File: src/rtl/eq_access_ctrl.sv
// ---------------------------------------------------------------------------
// eq_access_ctrl
// Shares one two-sub-queue event queue between NUM_WR event producers
// (inserts, round-robin arbitrated) and one consumer (extracts, fixed
// priority). Each granted transaction becomes a one-cycle command
// (eq_cs/eq_op) followed by a wait for the queue's matching busy flag.
//
// Optional feature (macro EQ_ACCESS_CAUSALITY_CHK_EN): inserts whose TIME
// field is older than the last extracted TIME are acknowledged but not
// issued, and err_causal pulses instead.
//
// Ports:
//   clk, rst           clock, synchronous active-high reset
//   wr_req/wr_ev       per-producer insert request (level) and event slices
//   wr_ack             one-cycle pulse: producer i's event consumed
//   rd_req             consumer extract request (level)
//   rd_ev/rd_vld       extracted event and its one-cycle valid pulse
//   err_causal         one-cycle pulse on a rejected (non-causal) insert
//   busy               controller not in IDLE
//   eq_EV_in/eq_op/eq_cs   command bus to the event queue
//   eq_EV_out/eq_dv/eq_full/eq_empty/eq_busy_for_rd/eq_busy_for_wr
//                      status from the event queue
// ---------------------------------------------------------------------------
`ifndef INSERT_CMD
`define INSERT_CMD 1'b0
`endif
`ifndef EXTRACT_CMD
`define EXTRACT_CMD 1'b1
`endif

module eq_access_ctrl #(
    parameter int data_wd   = 32,
    parameter int hi        = 15,
    parameter int lo        = 0,
    parameter int NUM_WR    = 4,
    parameter int wr_idx_wd = 2
) (
    input  logic                      clk,
    input  logic                      rst,
    input  logic [NUM_WR-1:0]         wr_req,
    input  logic [NUM_WR*data_wd-1:0] wr_ev,
    output logic [NUM_WR-1:0]         wr_ack,
    input  logic                      rd_req,
    output logic [data_wd-1:0]        rd_ev,
    output logic                      rd_vld,
    output logic                      err_causal,
    output logic                      busy,
    output logic [data_wd-1:0]        eq_EV_in,
    output logic                      eq_op,
    output logic                      eq_cs,
    input  logic [data_wd-1:0]        eq_EV_out,
    input  logic                      eq_dv,
    input  logic                      eq_full,
    input  logic                      eq_empty,
    input  logic                      eq_busy_for_rd,
    input  logic                      eq_busy_for_wr
);

    typedef enum logic [1:0] {
        ST_IDLE  = 2'd0,
        ST_ISSUE = 2'd1,
        ST_WAIT  = 2'd2
    } state_t;

    state_t               state_r;
    logic [wr_idx_wd-1:0] rr_ptr_r;
    logic                 reject_r;     // current ISSUE is a rejected insert
    logic                 rd_elig_s;
    logic                 wr_elig_s;
    logic                 sel_found_s;
    logic [wr_idx_wd-1:0] sel_idx_s;
    logic [wr_idx_wd-1:0] cand_s;
    logic [data_wd-1:0]   sel_ev_s;
    logic                 causal_bad_s;
    logic                 wait_busy_s;
`ifdef EQ_ACCESS_CAUSALITY_CHK_EN
    logic [hi-lo:0]       last_time_r;
`endif

    // Eligibility of the consumer and of the producer group this cycle.
    always_comb begin
        rd_elig_s = rd_req && eq_dv && !eq_empty && !eq_busy_for_rd;
        wr_elig_s = (|wr_req) && !eq_full && !eq_busy_for_wr;
    end

    // Round-robin pick: first requester at or after rr_ptr_r, cyclically.
    // NUM_WR is a power of two, so the pointer sum wraps naturally.
    always_comb begin
        sel_found_s = 1'b0;
        sel_idx_s   = {wr_idx_wd{1'b0}};
        cand_s      = rr_ptr_r;
        for (int k = 0; k < NUM_WR; k++) begin
            cand_s = rr_ptr_r + k[wr_idx_wd-1:0];
            if (!sel_found_s && wr_req[cand_s]) begin
                sel_found_s = 1'b1;
                sel_idx_s   = cand_s;
            end else begin
                sel_found_s = sel_found_s;
            end
        end
    end

    // Event slice of the selected producer.
    always_comb begin
        sel_ev_s = wr_ev[sel_idx_s*data_wd +: data_wd];
    end

    // Causality check of the selected insert against the last extracted time.
    always_comb begin
`ifdef EQ_ACCESS_CAUSALITY_CHK_EN
        causal_bad_s = (sel_ev_s[hi:lo] < last_time_r);
`else
        causal_bad_s = 1'b0;
`endif
    end

    // Busy flag matching the op that was last issued (eq_op holds it).
    always_comb begin
        if (eq_op == `EXTRACT_CMD) begin
            wait_busy_s = eq_busy_for_rd;
        end else begin
            wait_busy_s = eq_busy_for_wr;
        end
    end

    // Controller FSM; every output is registered and set one edge ahead
    // so that strobes are high exactly during the ISSUE cycle.
    always_ff @(posedge clk) begin
        if (rst) begin
            state_r    <= ST_IDLE;
            rr_ptr_r   <= {wr_idx_wd{1'b0}};
            reject_r   <= 1'b0;
            wr_ack     <= {NUM_WR{1'b0}};
            rd_ev      <= {data_wd{1'b0}};
            rd_vld     <= 1'b0;
            err_causal <= 1'b0;
            busy       <= 1'b0;
            eq_EV_in   <= {data_wd{1'b0}};
            eq_op      <= 1'b0;
            eq_cs      <= 1'b0;
`ifdef EQ_ACCESS_CAUSALITY_CHK_EN
            last_time_r <= {(hi-lo+1){1'b0}};
`endif
        end else begin
            eq_cs      <= 1'b0;
            wr_ack     <= {NUM_WR{1'b0}};
            rd_vld     <= 1'b0;
            err_causal <= 1'b0;
            case (state_r)
                ST_IDLE: begin
                    if (rd_elig_s) begin
                        rd_ev    <= eq_EV_out;
                        eq_op    <= `EXTRACT_CMD;
                        eq_cs    <= 1'b1;
                        rd_vld   <= 1'b1;
                        reject_r <= 1'b0;
                        busy     <= 1'b1;
                        state_r  <= ST_ISSUE;
                    end else if (wr_elig_s) begin
                        // A rejected insert is still acked so the producer moves on.
                        eq_EV_in   <= sel_ev_s;
                        eq_op      <= `INSERT_CMD;
                        eq_cs      <= !causal_bad_s;
                        err_causal <= causal_bad_s;
                        reject_r   <= causal_bad_s;
                        wr_ack     <= {{(NUM_WR-1){1'b0}}, 1'b1} << sel_idx_s;
                        rr_ptr_r   <= sel_idx_s + {{(wr_idx_wd-1){1'b0}}, 1'b1};
                        busy       <= 1'b1;
                        state_r    <= ST_ISSUE;
                    end else begin
                        busy    <= 1'b0;
                        state_r <= ST_IDLE;
                    end
                end
                ST_ISSUE: begin
`ifdef EQ_ACCESS_CAUSALITY_CHK_EN
                    if (rd_vld) begin
                        last_time_r <= rd_ev[hi:lo];
                    end
`endif
                    if (reject_r) begin
                        busy    <= 1'b0;
                        state_r <= ST_IDLE;
                    end else begin
                        busy    <= 1'b1;
                        state_r <= ST_WAIT;
                    end
                end
                ST_WAIT: begin
                    if (wait_busy_s) begin
                        busy    <= 1'b1;
                        state_r <= ST_WAIT;
                    end else begin
                        busy    <= 1'b0;
                        state_r <= ST_IDLE;
                    end
                end
                default: begin
                    busy    <= 1'b0;
                    state_r <= ST_IDLE;
                end
            endcase
        end
    end

endmodule

File: config.mk
export PLATFORM = sky130hd
export DESIGN_NAME = eq_access_ctrl
export DESIGN_NICKNAME = d
export VERILOG_FILES = /design/src/rtl/eq_access_ctrl.sv
export SDC_FILE = /design/constraint.sdc
export NUM_CORES = 1
export LEC_CHECK = 0
export BUFFER_PORTS_ARGS = -buffer_cell sky130_fd_sc_hd__clkbuf_2
export CAP_MARGIN = 0
export CORE_AREA = 2 2 96 98
export DETAILED_ROUTE_END_ITERATION = 8
export DIE_AREA = 0 0 98 100
export MAX_ROUTING_LAYER = met4
export PLACE_DENSITY = 0.81
export SYNTH_ARGS = -nofsm -noshare
export SYNTH_HDL_FRONTEND = slang
export SYNTH_SLANG_ARGS = --single-unit
File: constraint.sdc
create_clock -name clk -period 5.4 [get_ports clk]
set_clock_uncertainty 0.05 [all_clocks]
set_input_delay 0.54 -clock clk [delete_from_list [all_inputs] [get_ports clk]]
set_output_delay 0.54 -clock clk [all_outputs]
set_load 0.01 [all_outputs]
After elaboration in Yosys (flattened, before gate mapping)

Cells that the tools add are included.

Add/subtract/negate cells: 4
Multiply operators: 0
Div/mod/pow operators: 0
Magnitude comparators: 4
Equality and inequality tests: 2
Shift operators: 2
Multiplexer cells: 30
Bitwise logic cells: 3
Reductions and logical operators: 23

Operators with widths:

| kind                                                                 | count |
|---|---|
| 128-bit by 8-bit indexed part select with 32-bit output              | 1 |
| 1-bit two-way mux                                                    | 18 |
| 2-bit by 3-bit < comparator with 1-bit output, second input constant | 4 |
| 2-bit two-way mux                                                    | 6 |
| 1-bit binary-select mux with 2-bit select                            | 4 |
| 1-bit logical AND                                                    | 8 |
| 4-bit OR reduction                                                   | 2 |
| 1-bit logical NOT                                                    | 7 |
| 2-bit case mux with 3 select lines                                   | 1 |
| 2-bit by 1-bit adder with 2-bit output, second input constant        | 2 |
| 2-bit adder, second input constant                                   | 2 |
| 2-bit AND reduction                                                  | 2 |
| 1-bit by 2-bit << shifter with 4-bit output, first input constant    | 1 |
| 1-bit NOT                                                            | 3 |
| 1-bit case mux with 3 select lines                                   | 1 |
| 3-bit AND reduction                                                  | 1 |
| 2-bit by 1-bit == test with 1-bit output, second input constant      | 1 |
| 2-bit == test, second input constant                                 | 1 |
| 2-bit logical NOT                                                    | 1 |
| 2-bit nonzero test                                                   | 1 |
| 2-bit OR reduction                                                   | 1 |

Register bits after elaboration: 77
Bits in latches: 0
RAM bits: 0
Bits in read-only memories: 0
Output and inout port bits: 73
Word-level logic and storage cells: 78
Memories kept: 0

Depth between registers and ports, before layout

Depth in word-level cells: 13
Gate-level depth with buffers: 7
Gate-level depth less buffers: 5

Least setup slack after synthesis

OpenSTA, ideal clock, no wires.

Kind: input to register
Start point: input port eq_full
End point: register eq_EV_in[10]
Setup time: 0.079 ns
Data arrival time: 1.827 ns
Data required time: 5.271 ns
Slack: 3.444 ns
Cell stages on the path: 7
Buffers on the path: 2
Path through: nor4_4 -> nand4b_1 -> or4_4 -> buf_6 -> buf_6 -> a21o_1 -> o211ai_1

Cells in the longest elaborated chain, start to end: 4

RTL lines:

| item                           | line | text |
|---|---|---|
| start, declared                | 53   | `input logic eq_full,` |
| 1-bit logical NOT              | 83   | `wr_elig_s = (\|wr_req) && !eq_full && !eq_busy_for_wr;` |
| 1-bit logical AND (2 in a row) | 83   |  |
| 3-bit AND reduction (no line)  | -    |  |
| end signal, assigned           | 138  | `eq_EV_in <= {data_wd{1'b0}};` |
| end signal, assigned           | 161  | `eq_EV_in <= sel_ev_s;` |
| end, declared                  | 48   | `output logic [data_wd-1:0] eq_EV_in,` |

No other way between the ends.
A chain may end at the register's enable or synchronous reset.

Worst setup path after layout

Start point: register rr_ptr_r[1]
End point: register eq_EV_in[19]

Cells in the longest elaborated chain, start to end: 13

RTL lines:

| item                                                                                            | line | text |
|---|---|---|
| start, declared                                                                                 | 66   | `logic [wr_idx_wd-1:0] rr_ptr_r;` |
| start signal, assigned                                                                          | 131  | `rr_ptr_r <= {wr_idx_wd{1'b0}};` |
| start signal, assigned                                                                          | 167  | `rr_ptr_r <= sel_idx_s + {{(wr_idx_wd-1){1'b0}}, 1'b1};` |
| parallel branches: the longest is 11 deep, another holds 2-bit by 1-bit adder with 2-bit output | -    |  |
| 2-bit two-way mux *                                                                             | 94   | `if (!sel_found_s && wr_req[cand_s]) begin` |
| 128-bit by 8-bit indexed part select with 32-bit output *                                       | 105  | `sel_ev_s = wr_ev[sel_idx_s*data_wd +: data_wd];` |

Every way passes the cells marked *. The select of a mux whose other input is x is not followed.

==> impl_metrics.env <==
export IMPL_outcome="complete, no violations"
export IMPL_cellLeakagePower_nw=2.36
export IMPL_tightest_slew_ns=1.15
export IMPL_setup_viol=0
export IMPL_synth_cell_types=39
export IMPL_drive_above_1_share=0.434
export IMPL_viasPerCell=5.19
export IMPL_met1_length_mm=4.52
export IMPL_fmax_mhz=410
export IMPL_final_cell_mix="clkbuf_2, nand2_1, dfxtp_1, mux2i_1, a21oi_1"
export IMPL_cts_root_buf="clkbuf_8"
export IMPL_die_y_um=100
export IMPL_timing_setup_tns_ns=0
export IMPL_avgSynthCellArea_um2=8.75
export IMPL_path_clk_slew_ns=0.08
export IMPL_critPathRequiredTime_ns=5.54
export IMPL_antenna_found_initial=0
export IMPL_drv_cap=0
export IMPL_grt_pass1_wl_mm=17.6
export IMPL_grt_start_max_net_pins=47
export IMPL_io_pins=245
export IMPL_path_buf_inv=0
export IMPL_htree_levels=3
export IMPL_min_period_ns=2.44
export IMPL_syn_inst=425
export IMPL_fin_nets=819
export IMPL_worstSetupPathDepth=4
export IMPL_ys_flop_type="dfxtp_1"
export IMPL_finalWirelength_mm=11.2
export IMPL_async_flop_share=0
export IMPL_syn_num_nets=597
export IMPL_worstSetupPathType="reg2reg"
export IMPL_cts_resized_gates=0
export IMPL_startpoint_type="register"
export IMPL_grt_overflow_total=0
export IMPL_highest_layer="met4"
export IMPL_synth_seq_cells=76
export IMPL_io_buffers=243
export IMPL_hold_viol=0
export IMPL_path_delay_family="simple AND/OR/NAND/NOR gates"
export IMPL_route_met3_wl_um=842
export IMPL_post_drt_wl_per_cell_um=14.6
export IMPL_reg2reg_slack_ns=2.96
export IMPL_slew_headroom=0.233
export IMPL_vias=3957
export IMPL_synth_warnings=0
export IMPL_dp_hpwl_mm=8.48
export IMPL_cp_end_kind="register"
export IMPL_path_cells="o21ba_2 > nor2_8 > mux2i_1 > o221ai_1"
export IMPL_reg2reg_to="eq_EV_in[19]"
export IMPL_crit_slowest_cell="nor2_8"
export IMPL_cts_tree="built"
export IMPL_antenna_cells=0
export IMPL_areaGrowthSynthToFinish_pct=36.2
export IMPL_critPathMaxFanout=46
export IMPL_timing_final_crit_share=0.451
export IMPL_yosysSeqAreaShare=0.409
export IMPL_endpoint="eq_EV_in[19]"
export IMPL_power_density_nw_per_um2=248
export IMPL_rsz0062_at_grt="no"
export IMPL_initial_core_util=0.418
export IMPL_hold_class="in2reg"
export IMPL_core_area_um2=8890
export IMPL_synth_area_um2=3720
export IMPL_whs_ns=0.357
export IMPL_drtIter0Drc=93
export IMPL_hold_depth=3
export IMPL_die_w_um=98
export IMPL_reg2reg_depth=4
export IMPL_critPathLaunch="rr_ptr_r[1]"
export IMPL_fill_cells=826
export IMPL_cts_buffer_depth=2
export IMPL_slowest_delay_ns=0.82
export IMPL_dieArea_um2=9800
export IMPL_cts_sinks=76
export IMPL_cp_arrival_ns=2.58
export IMPL_rows=35
export IMPL_synth_edf_count=0
export IMPL_irDropWorstVdd_v=0.000163
export IMPL_timing_rr_start="rr_ptr_r[1]"
export IMPL_drc=0
export IMPL_postCtsHoldBufs=0
export IMPL_cts_setup_buffers=0
export IMPL_track_usage=0.224
export IMPL_maxSlewViolCount=0
export IMPL_drtPass1Iterations=4
export IMPL_place_congestion=0.803
export IMPL_layout_commonest_cell="clkbuf_2"
export IMPL_grt_pass1_vias=3799
export IMPL_clkLatencyLatePin_ns=0.34
export IMPL_drtAntennaViolNets=0
export IMPL_wl_met2_mm=5.66
export IMPL_cts_made_buffers=9
==> report_power, final <==
group / total [mW] / switching, mW / internal (mW)
sequential: 0.605 / 0.0174 / 0.587
clock: 0.381 / 0.213 / 0.168
combinational: 0.268 / 0.144 / 0.124
==> worst register-to-register path, cell delays in order, from the launching register on <==
cell      delay (ns)
dfxtp_1         0.49
o21ba_2         0.37
nor2_8          0.83
mux2i_1         0.39
o221ai_1        0.17
==> Yosys cell counts, types with 10 or more instances <==
cell type  instances  area share
nand2_1           98       0.099
o211ai_2          11       0.037
mux2i_1           45        0.12
dfxtp_1           76        0.41
nor2_1            10       0.010
o211ai_1          10       0.020
clkbuf_1          18       0.018
a21oi_1           37       0.050
a21o_1            21       0.042
o21ai_0           21       0.028
nand3_1           21       0.028
o221ai_1          11       0.026
==> registers in the layout, summed over array words and instances (netlist names) <==
| name | flops |
|---|---|
| rd_ev | 32 |
| eq_EV_in | 32 |
| rr_ptr_r | 2 |
| wr_ack | 4 |
| busy | 1 |
| state_r | 2 |
| eq_cs | 1 |
| rd_vld | 1 |
| eq_op | 1 |
==> how the worst min path moves through the flow <==
| stage | end | slack [ns] | from |
|---|---|---|---|
| 3_3_place_gp | rd_ev[11] | 0.39 | rd_ev[11] |
| 2_1_floorplan | rd_ev[0] | 0.43 | rd_ev[0] |
| 6_report | rd_ev[18] | 0.36 | eq_EV_out[18] |
| 5_1_grt | rd_ev[4] | 0.34 | eq_EV_out[4] |
| 4_1_cts | rd_ev[18] | 0.34 | eq_EV_out[18] |
| 3_5_place_dp | rd_ev[27] | 0.40 | rd_ev[27] |
==> layout make-up <==
cell class,instances,area (µm²),share of cell area
Inverter,2,7.51,0.00148
Tap cell,111,139,0.0274
Timing Repair Buffer,247,1250,0.246
Clock buffer,11,131,0.0259
Sequential cell,76,1520,0.300
Multi-Input combinational cell,311,1980,0.391
Clock inverter,5,38.8,0.00766
==> stage by stage <==
stage               setup WS [ns]  utilization  area (µm²)  power (mW)  cells
floorplan                    3.44            -        3720       0.774    425
global placement             2.78        0.550        4890       0.876    747
detailed placement           2.68        0.550        4890       0.886    747
CTS                          2.99        0.570        5060        1.26    763
global route                 2.80        0.570        5060        1.32    763
finish                       2.96        0.570        5060        1.25    763
==> layer usage <==
metal / track usage / vias to the layer above
li1: - / 1942
met1: 0.257 / 1830
met2: 0.394 / 173
met3: 0.0474 / 12
met4: 0.0694 / 0
met5: - / -
==> logic make-up after synthesis <==
kind of cell              count (synthesis)  synth area share
muxes                                    45             0.121
and+or+nand+nor                         146             0.182
buffers and inverters                    38            0.0606
xor gates and xnor gates                  1           0.00236
AOI/OAI and AO/OA                       118             0.224
DFF                                      76             0.409
other                                     1           0.00101
No activity file was read; power rests on OpenSTA's default activity.
